[config.mk]
export PLATFORM = sky130hd
export DESIGN_NAME = lif_spike_monitor
export DESIGN_NICKNAME = d
export VERILOG_FILES = /design/src/rtl/lif_spike_monitor.sv
export SDC_FILE = /design/constraint.sdc
export NUM_CORES = 1
export LEC_CHECK = 0
export CAP_MARGIN = 5
export CELL_PAD_IN_SITES_DETAIL_PLACEMENT = 1
export CELL_PAD_IN_SITES_GLOBAL_PLACEMENT = 1
export CORE_UTILIZATION = 56
export CTS_BUF_LIST = sky130_fd_sc_hd__clkbuf_8 sky130_fd_sc_hd__clkbuf_16
export DETAILED_ROUTE_END_ITERATION = 8
export DONT_BUFFER_PORTS = 1
export GPL_ROUTABILITY_DRIVEN = 1
export PLACE_DENSITY_LB_ADDON = 0.2
export SYNTH_ARGS = -nofsm -noshare
export SYNTH_HDL_FRONTEND = slang
export SYNTH_SLANG_ARGS = --single-unit
[constraint.sdc]
create_clock -name clk -period 6.5 [get_ports clk]
set_input_delay 0.975 -clock clk [delete_from_list [all_inputs] [get_ports clk]]
set_output_delay 0.975 -clock clk [all_outputs]
set_load 0.005 [all_outputs]
[src/rtl/lif_spike_monitor.sv]
// lif_spike_monitor: collects per-window spike statistics from the LIF neuron
// core (spike count, minimum inter-spike interval, peak membrane state) and
// queues finished windows as records in a small FIFO. A valid/ready port
// drains the FIFO toward the chip I/O mux.
module lif_spike_monitor #(
  parameter int CNT_W      = 8,
  parameter int WIN_W      = 8,
  parameter int ISI_W      = 8,
  parameter int FIFO_DEPTH = 4
) (
  input  logic             clk,
  input  logic             rst_n,
  input  logic             ena,
  input  logic             clear_i,
  input  logic [WIN_W-1:0] win_len_i,
  input  logic             spike_i,
  input  logic [7:0]       state_i,
  output logic             rec_valid_o,
  input  logic             rec_ready_i,
  output logic [CNT_W-1:0] rec_count_o,
  output logic [ISI_W-1:0] rec_isi_min_o,
  output logic [7:0]       rec_peak_o,
  output logic             rec_ovf_o,
  output logic             drop_o
);

  localparam int AW    = $clog2(FIFO_DEPTH);
  localparam int REC_W = CNT_W + ISI_W + 8 + 1;

  localparam logic [CNT_W-1:0] CNT_MAX  = '1;
  localparam logic [ISI_W-1:0] ISI_MAX  = '1;
  localparam logic [AW:0]      FIFO_FULL = (AW+1)'(FIFO_DEPTH);

  typedef enum logic {
    IDLE,
    RUN
  } state_t;

  // Window sequencing
  state_t           state_q;
  logic [WIN_W-1:0] win_cnt_q;
  logic [WIN_W-1:0] win_len_q;

  // Window accumulators and ISI tracking
  logic [CNT_W-1:0] count_q;
  logic [ISI_W-1:0] isi_min_q;
  logic [7:0]       peak_q;
  logic             ovf_q;
  logic [ISI_W-1:0] isi_cnt_q;
  logic             isi_valid_q;

  // Record FIFO
  logic [REC_W-1:0] mem [FIFO_DEPTH];
  logic [AW-1:0]    wr_ptr_q;
  logic [AW-1:0]    rd_ptr_q;
  logic [AW:0]      fifo_cnt_q;

  // Combinational helpers
  logic [WIN_W-1:0] cnt_cur;
  logic [WIN_W-1:0] len_cur;
  logic             win_last;
  logic             step;
  logic [CNT_W-1:0] base_count;
  logic [ISI_W-1:0] base_isi;
  logic [7:0]       base_peak;
  logic             base_ovf;
  logic [CNT_W-1:0] acc_count;
  logic [ISI_W-1:0] acc_isi;
  logic [7:0]       acc_peak;
  logic             acc_ovf;
  logic [ISI_W-1:0] isi_interval;
  logic             fifo_empty;
  logic             fifo_full;
  logic             push;
  logic             pop;
  logic             wr_en;
  logic [REC_W-1:0] head;

  // Window position, end-of-window detection and this cycle's accumulated view
  always_comb begin
    step     = ena && !clear_i;
    // In IDLE the enabling cycle is the first window cycle, so the counter is
    // taken as zero and the length comes straight from the input.
    cnt_cur  = (state_q == IDLE) ? '0 : win_cnt_q;
    len_cur  = (cnt_cur == '0) ? win_len_i : win_len_q;
    win_last = (cnt_cur == len_cur);

    // Registered accumulators are only meaningful once a window is running;
    // the first window after reset/clear starts from fresh values.
    if (state_q == IDLE) begin
      base_count = '0;
      base_isi   = ISI_MAX;
      base_peak  = '0;
      base_ovf   = 1'b0;
    end else begin
      base_count = count_q;
      base_isi   = isi_min_q;
      base_peak  = peak_q;
      base_ovf   = ovf_q;
    end

    acc_count = base_count;
    acc_ovf   = base_ovf;
    if (spike_i) begin
      if (base_count == CNT_MAX) begin
        acc_ovf = 1'b1;
      end else begin
        acc_count = base_count + CNT_W'(1);
      end
    end

    isi_interval = (isi_cnt_q == ISI_MAX) ? ISI_MAX : isi_cnt_q + ISI_W'(1);
    acc_isi      = base_isi;
    if (spike_i && isi_valid_q && (isi_interval < base_isi)) begin
      acc_isi = isi_interval;
    end

    acc_peak = (state_i > base_peak) ? state_i : base_peak;
  end

  // FIFO handshake: a full FIFO still accepts a push when the head leaves the
  // same cycle; otherwise the finished record is dropped and flagged.
  always_comb begin
    fifo_empty = (fifo_cnt_q == '0);
    fifo_full  = (fifo_cnt_q == FIFO_FULL);
    push       = step && win_last;
    pop        = !fifo_empty && rec_ready_i && !clear_i;
    wr_en      = push && (!fifo_full || pop);
    drop_o     = push && fifo_full && !pop;
  end

  // FSM: track window start/length and the enabled-cycle position
  always_ff @(posedge clk or negedge rst_n) begin
    if (!rst_n) begin
      state_q   <= IDLE;
      win_cnt_q <= '0;
      win_len_q <= '0;
    end else if (clear_i) begin
      state_q   <= IDLE;
      win_cnt_q <= '0;
      win_len_q <= '0;
    end else if (ena) begin
      state_q <= RUN;
      if (cnt_cur == '0) begin
        win_len_q <= win_len_i;
      end
      win_cnt_q <= win_last ? '0 : cnt_cur + WIN_W'(1);
    end
  end

  // Accumulators restart after a window end; the ISI counter spans windows
  always_ff @(posedge clk or negedge rst_n) begin
    if (!rst_n) begin
      count_q     <= '0;
      isi_min_q   <= '0;
      peak_q      <= '0;
      ovf_q       <= 1'b0;
      isi_cnt_q   <= '0;
      isi_valid_q <= 1'b0;
    end else if (clear_i) begin
      count_q     <= '0;
      isi_min_q   <= '0;
      peak_q      <= '0;
      ovf_q       <= 1'b0;
      isi_cnt_q   <= '0;
      isi_valid_q <= 1'b0;
    end else if (step) begin
      if (win_last) begin
        count_q   <= '0;
        isi_min_q <= ISI_MAX;
        peak_q    <= '0;
        ovf_q     <= 1'b0;
      end else begin
        count_q   <= acc_count;
        isi_min_q <= acc_isi;
        peak_q    <= acc_peak;
        ovf_q     <= acc_ovf;
      end
      if (spike_i) begin
        isi_cnt_q   <= '0;
        isi_valid_q <= 1'b1;
      end else if (isi_cnt_q != ISI_MAX) begin
        isi_cnt_q <= isi_cnt_q + ISI_W'(1);
      end
    end
  end

  // Record storage, written only when a push is actually accepted
  always_ff @(posedge clk) begin
    if (wr_en) begin
      mem[wr_ptr_q] <= {acc_ovf, acc_peak, acc_isi, acc_count};
    end
  end

  // FIFO pointers and occupancy; clear flushes everything queued
  always_ff @(posedge clk or negedge rst_n) begin
    if (!rst_n) begin
      wr_ptr_q   <= '0;
      rd_ptr_q   <= '0;
      fifo_cnt_q <= '0;
    end else if (clear_i) begin
      wr_ptr_q   <= '0;
      rd_ptr_q   <= '0;
      fifo_cnt_q <= '0;
    end else begin
      if (wr_en) begin
        wr_ptr_q <= wr_ptr_q + AW'(1);
      end
      if (pop) begin
        rd_ptr_q <= rd_ptr_q + AW'(1);
      end
      if (wr_en && !pop) begin
        fifo_cnt_q <= fifo_cnt_q + (AW+1)'(1);
      end else if (pop && !wr_en) begin
        fifo_cnt_q <= fifo_cnt_q - (AW+1)'(1);
      end
    end
  end

  // Head record drives the readout port; all fields read zero when empty
  always_comb begin
    head        = mem[rd_ptr_q];
    rec_valid_o = !fifo_empty;
    if (fifo_empty) begin
      rec_count_o   = '0;
      rec_isi_min_o = '0;
      rec_peak_o    = '0;
      rec_ovf_o     = 1'b0;
    end else begin
      {rec_ovf_o, rec_peak_o, rec_isi_min_o, rec_count_o} = head;
    end
  end

endmodule

==> results.json, run 1 <==
{
  "timing.setup.tns_ns": 0,
  "p_leak_uw": 0.003229,
  "gp_congestion": 0.8200,
  "seq_area_frac_synth_pct": 56.07,
  "gr-total-overflow": 0,
  "grt_pass1_vias": 5531,
  "viasPerCell": 6.295,
  "power.density_nw_per_um2": 278.7,
  "finalCritPeriodShare_pct": 84.81,
  "port_buffers": 0,
  "slew_headroom_pct": 17.99,
  "wl_per_cell_um": 22.94,
  "slew_viol_final": 0,
  "synth_edf_count": 100,
  "rsz0062_at_grt": "false",
  "die_h_um": 121.1,
  "cts_hold_buf": 0,
  "cts_tree": "built",
  "num_rows": 43,
  "ctsResizeCount": 0,
  "post_cts_buffers": 0,
  "nNetsFinal": 674,
  "reg2reg_slack_ns": 1.56,
  "power_frac_comb_pct": 14.8,
  "synthesis.nets": 686,
  "fmax_ghz": 0.1814,
  "die_x_um": 121.1,
  "wl_mm": 18.84,
  "crit_fanout": 24,
  "skew_ns": 0.009602,
  "pwr-share-clk_pct": 38.4,
  "antennaDiodeCount": 0,
  "final.fill_count": 1376,
  "tightestPinTransition_ns": 1.230,
  "initial_core_util_pct": 57.23,
  "gr-usage-all-layers_pct": 28.05,
  "synthFlopType": "edfxtp_1",
  "cts_buffer_depth": 2,
  "synthArstFlopShare_pct": 36.71,
  "drv_cap": 0,
  "run_status": "completed",
  "grt_pass1_wl_mm": 30.28,
  "area_growth_pct": 8.222,
  "switching_share_pct": 27.27,
  "cts_buffers": 17,
  "route.detailed.drc": 0,
  "synthCells": 640,
  "netlist_area_um2": 7944,
  "htree_levels": 4,
  "finalHoldViolCount": 0,
  "clock_tree.root_cell": "clkbuf_16",
  "avgSynthCellArea_um2": 12.41,
  "cp-startpoint": "state_q$_DFFE_PN0P_",
  "core_area_um2": 13880,
  "drive_gt1_share_pct": 13.10,
  "drt_iter0_drc": 306,
  "dpl.hpwl_mm": 12.43,
  "hp-class": "in2async",
  "reg2reg_to": "fifo_cnt_q[1]$_DFFE_PN0P_",
  "cts_sinks": 158,
  "p_int_uw": 1743,
  "cp-start-kind": "register",
  "crit_path_end_kind": "output pin",
  "final_antenna_net_count": 0,
  "setup_viol": 0,
  "synth_warnings": 0,
  "io_pins": 49,
  "yosys.cell_types.count": 66,
  "fin_crit_ns": 5.513,
  "pre_cts_ws_ns": 1.463,
  "clk_transition_reported_paths_ns": 0.07,
  "dr.pass1.iters": 4,
  "insertion_delay_ns": 0.43,
  "rr_startpoint": "state_q$_DFFE_PN0P_",
  "critical_path_class": "reg2out",
  "setup_ws_ns": 0.9874,
  "num_vias": 5168,
  "ys_ff_latch": 158,
  "antenna_found_initial": 0,
  "grt_max_degree": 59,
  "die_area_um2": 14670,
  "ir_worst_vdd_mv": 0.1949,
  "sequentialPowerShare_pct": 46.8,
  "worst_ep_required_time_ns": 5.52,
  "p_sw_uw": 653.4,
  "critPathArrivalTime_ns": 4.54,
  "worstRegToRegCells": 13
}
==> cell usage after synthesis, types with 5 or more instances <==
| cell | number | area share (%) |
|---|---|---|
| edfxtp_1 | 100 | 38 |
| dfrtp_1 | 58 | 18 |
| nand2_1 | 58 | 2.7 |
| nor2_1 | 39 | 1.8 |
| and2_1 | 34 | 2.7 |
| inv_1 | 33 | 1.6 |
| a21oi_1 | 27 | 1.7 |
| mux4_2 | 25 | 7.1 |
| clkbuf_1 | 24 | 1.1 |
| ha_1 | 23 | 3.6 |
| nand3_1 | 22 | 1.4 |
| a32o_1 | 18 | 2.3 |
| o21ai_0 | 18 | 1.1 |
| mux2i_1 | 15 | 1.9 |
| nand2b_1 | 11 | 0.87 |
| nand4_1 | 11 | 0.87 |
| xor2_1 | 11 | 1.2 |
| nor3_1 | 10 | 0.63 |
| buf_2 | 8 | 0.50 |
| o221a_2 | 7 | 0.99 |
| xnor2_1 | 7 | 0.77 |
| mux2_2 | 6 | 0.85 |
| buf_1 | 5 | 0.24 |
| nor4_1 | 5 | 0.39 |
==> routing by layer <==
layer  global-route usage, %  wire, µm  up-vias
li1                        -         -     2362
met1                   36.77      8166     2661
met2                   47.07      9694      124
met3                   6.156       782       21
met4                   7.793       192        0
met5                       0         0        -
==> through the flow <==
step / utilization [%] / hold WS (ns) / cells / cell area, µm² / total power [µW]
2_1_floorplan: - / 0.4583 / 640 / 7944 / 1421
3_3_place_gp: 58.08 / 0.4696 / 789 / 8061 / 1478
3_5_place_dp: 58.08 / 0.4856 / 789 / 8061 / 1501
4_1_cts: 61.93 / 0.2166 / 821 / 8597 / 2415
5_1_grt: 61.93 / 0.2139 / 821 / 8597 / 2484
6_report: 61.93 / 0.2315 / 821 / 8597 / 2396
==> registers in the layout (all words and copies together) (netlist names) <==
name / flops
isi_valid_q: 1
fifo_cnt_q: 3
count_q: 8
win_len_q: 8
win_cnt_q: 8
wr_ptr_q: 2
isi_min_q: 8
isi_cnt_q: 8
ovf_q: 1
mem: 100
rd_ptr_q: 2
state_q: 1
peak_q: 8
==> cell usage in the layout, fill, tap and decap left out, types with 3 or more instances in the layout <==
cell type  synthesis  layout
edfxtp_1         100     100
nand2_1           58      58
dfrtp_1           58      58
nor2_1            39      39
and2_1            34      34
inv_1             33      33
a21oi_1           27      27
mux4_2            25      25
ha_1              23      23
nand3_1           22      22
o21ai_0           18      18
a32o_1            18      18
clkbuf_16          0      17
mux2i_1           15      15
nand2b_1          11      11
xor2_1            11      11
nand4_1           11      11
nor3_1            10      10
buf_4              1       8
xnor2_1            7       7
o221a_2            7       7
inv_6              0       7
mux2_2             6       6
nor4_1             5       5
clkinv_1           2       5
nor2b_1            4       4
a31oi_1            4       4
a41oi_1            3       3
o211ai_1           3       3
==> worst max-delay path by stage <==
stage	endpoint	slack (ns)	depth (start not counted)
floorplan	drop_o	2.35	14
global placement	drop_o	1.69	9
detailed placement	drop_o	1.46	9
CTS	drop_o	1.0	9
global route	drop_o	0.68	9
finish	drop_o	0.99	9
==> worst max-delay path, stage by stage (launching register included) <==
cell       delay, ns
dfrtp_1         0.77
buf_4           0.35
nand2_1         0.13
ha_1            0.38
nor3b_1         0.21
a22o_1          0.36
nor4_1          0.50
o2bb2ai_2       0.14
or3_1           0.72
nor4_1          0.54
==> power by group through the flow <==
stage | Combinational [µW] | Sequential [µW] | Clock (µW)
4_1_cts | 362 | 1120 | 933
3_3_place_gp | 339 | 1140 | 0
5_1_grt | 395 | 1120 | 966
3_5_place_dp | 360 | 1140 | 0
2_1_floorplan | 296 | 1130 | 0
6_report | 355 | 1120 | 921
==> final cells by class <==
type                    count  area, µm²  share of cell area (%)
clock buffers              17      425.4                   4.948
clock inverters            15      110.1                   1.281
inverters                  35      131.4                   1.528
multi-input cells         408       3191                   37.11
flip-flops and latches    158       4454                   51.81
well taps                 180      225.2                   2.620
repair buffers              8      60.06                  0.6986
==> logic make-up after synthesis <==
group / Yosys count / share of synthesized area, %
DFF: 158 / 56.07
and+or+nand+nor: 210 / 13.66
adders and majority gates: 24 / 3.875
xor gates and xnor gates: 19 / 2.268
AOI/OAI and AO/OA: 109 / 10.54
buffers and inverters: 74 / 3.765
muxes: 46 / 9.828
Power figures use the tool's default switching activity.
==> inputs of run 2 (changes only) <==
Settings changed: CORE_UTILIZATION 56 to 52.
Clock period 6.5 ns to 5.4 ns, I/O delays scaled along.
==> run 2 against run 1 <==
Effect of this change:
- the flow now finishes with violations (design-rule violations)
- clock power increased by 29%
- register-to-register slack got worse by 0.58 ns
- cell count increased by 0.61%
- sequential power increased by 20%
- global-route usage decreased by 3.4 points
- clock-buffer cell count increased by 1
- first-iteration DRC count decreased by 12%
- flip-flop and latch count unchanged
- utilization decreased by 3.0 points
- largest power group unchanged
==> results.json, run 2 (synthesized netlist as in run 1, its figures left out) <==
{
  "io_pins": 49,
  "gp_congestion": 0.8229,
  "cp-start-kind": "register",
  "run_status": "complete, but fails checks",
  "finalCritPeriodShare_pct": 88.82,
  "wl_mm": 18.11,
  "setup_viol": 0,
  "grt_pass1_vias": 5637,
  "cts_sinks": 158,
  "htree_levels": 4,
  "final_antenna_net_count": 0,
  "antenna_found_initial": 0,
  "mostFrequentLayoutCell": "edfxtp_1",
  "cts_buffers": 17,
  "slew_viol_final": 0,
  "dpl.hpwl_mm": 12.24,
  "insertion_delay_ns": 0.42,
  "regMostFlops": "mem",
  "rsz0062_at_grt": "false",
  "core_area_um2": 14700,
  "cts_tree": "built",
  "port_buffers": 0,
  "final_util_pct": 58.92,
  "num_vias": 5130,
  "initial_core_util_pct": 54.04,
  "timing.setup.tns_ns": 0,
  "gr-usage-all-layers_pct": 24.69,
  "nNetsFinal": 675,
  "cts_hold_buf": 0,
  "seq_area_um2": 4454,
  "fin_crit_ns": 4.796,
  "gr-total-overflow": 0,
  "pre_cts_ws_ns": 1.004,
  "critical_path_class": "reg2out",
  "setup_ws_ns": 0.6037,
  "area_growth_pct": 9.025,
  "clk_transition_reported_paths_ns": 0.07,
  "num_rows": 44,
  "largest_reg_flops": 100,
  "drt_iter0_drc": 268,
  "route.detailed.drc": 4,
  "die_area_um2": 15780,
  "dr.pass1.iters": 6,
  "grt_pass1_wl_mm": 29.81,
  "finalHoldViolCount": 0,
  "grt_max_degree": 59,
  "drv_cap": 0,
  "critPathArrivalTime_ns": 3.99,
  "cts_buffer_depth": 2,
  "power.density_nw_per_um2": 343.3,
  "clock_tree.root_cell": "clkbuf_16",
  "ctsResizeCount": 0,
  "die_h_um": 125.6,
  "crit_fanout": 24,
  "hp-class": "in2async",
  "viasPerCell": 6.211,
  "p_leak_uw": 0.003271,
  "violations": "design-rule violations",
  "drive_gt1_share_pct": 13.71,
  "final_cell_mix": "100 x edfxtp_1, 58 x nand2_1, 58 x dfrtp_1, 39 x nor2_1, 34 x and2_1",
  "slew_headroom_pct": 30.31,
  "crit_path_end_kind": "output pin",
  "final.fill_count": 1450,
  "ir_worst_vdd_mv": 0.2194,
  "fmax_ghz": 0.2085,
  "post_cts_buffers": 0,
  "worst_ep_required_time_ns": 4.59,
  "skew_ns": 0.007619,
  "tightestPinTransition_ns": 1.045,
  "die_x_um": 125.6,
  "wl_per_cell_um": 21.93,
  "multi_input_area_um2": 3191,
  "antennaDiodeCount": 0
}
run 2: cell types whose count changed in the layout (fill, tap and decap cells not counted), sizes merged:
cell    previous run  this run
buf                8         9
bufinv             0         1
clkbuf            17        18
clkinv             8         5
inv               40        41
run 2: worst max-delay path: stages (launching register included):
cell and delay, ns:
dfrtp_1 0.51, nand2_1 0.15, ha_1 0.39, nor3b_1 0.21, a22o_1 0.36, nor4_1 0.54, o2bb2ai_2 0.16, or3_1 0.72
nor4_1 0.53
run 2: final cells by class:
cell class / instances / area share [%]
Inverter: 35 / 1.517
Clock inverter: 14 / 1.705
Clock buffer: 18 / 5.071
Timing Repair Buffer: 9 / 0.7801
Multi-Input combinational cell: 408 / 36.84
Tap cell: 184 / 2.658
Sequential cell: 158 / 51.43
run 2: worst paths after layout:
| check | from | to | slack, ns | cells past startpoint |
|---|---|---|---|---|
| max | state_q$_DFFE_PN0P_ | drop_o | 0.60 | 8 |
| min | rst_n | isi_cnt_q[3]$_DFFE_PN0P_ | 0.08 | 0 |
| max reg2reg | state_q$_DFFE_PN0P_ | fifo_cnt_q[1]$_DFFE_PN0P_ | 0.98 | 12 |
| min reg2reg | isi_valid_q$_DFFE_PN0P_ | isi_valid_q$_DFFE_PN0P_ | 0.50 | 2 |
| max in group asynchronous | rst_n | peak_q[4]$_DFFE_PN0P_ | 5.22 | 0 |
| min in group clk | clear_i | win_len_q[5]$_DFFE_PN0P_ | 0.44 | 1 |
run 2: layer usage:
layer,part of all wire [%],vias to the layer above,global-route usage [%]
met5,0,-,0
met4,1.4,0,8.321
met3,3.9,19,4.750
met2,51,109,42.81
met1,44,2642,31.06
li1,-,2360,-
run 2: metrics by stage:
step	total power, µW	cells	instance area, µm²	hold slack (ns)
floorplan	1716	640	7944	0.4583
global placement	1790	794	8074	0.4695
detailed placement	1813	794	8074	0.4869
CTS	2998	826	8661	0.06136
global route	3078	826	8661	0.06062
finish	2973	826	8661	0.07690
run 2: power breakdown:
part	internal (µW)	leakage, µW	switching (µW)
registers	1320	0.00170	21.0
logic	190	0.00129	254
clock network	666	0.000286	525
total	2170	0.00327	800
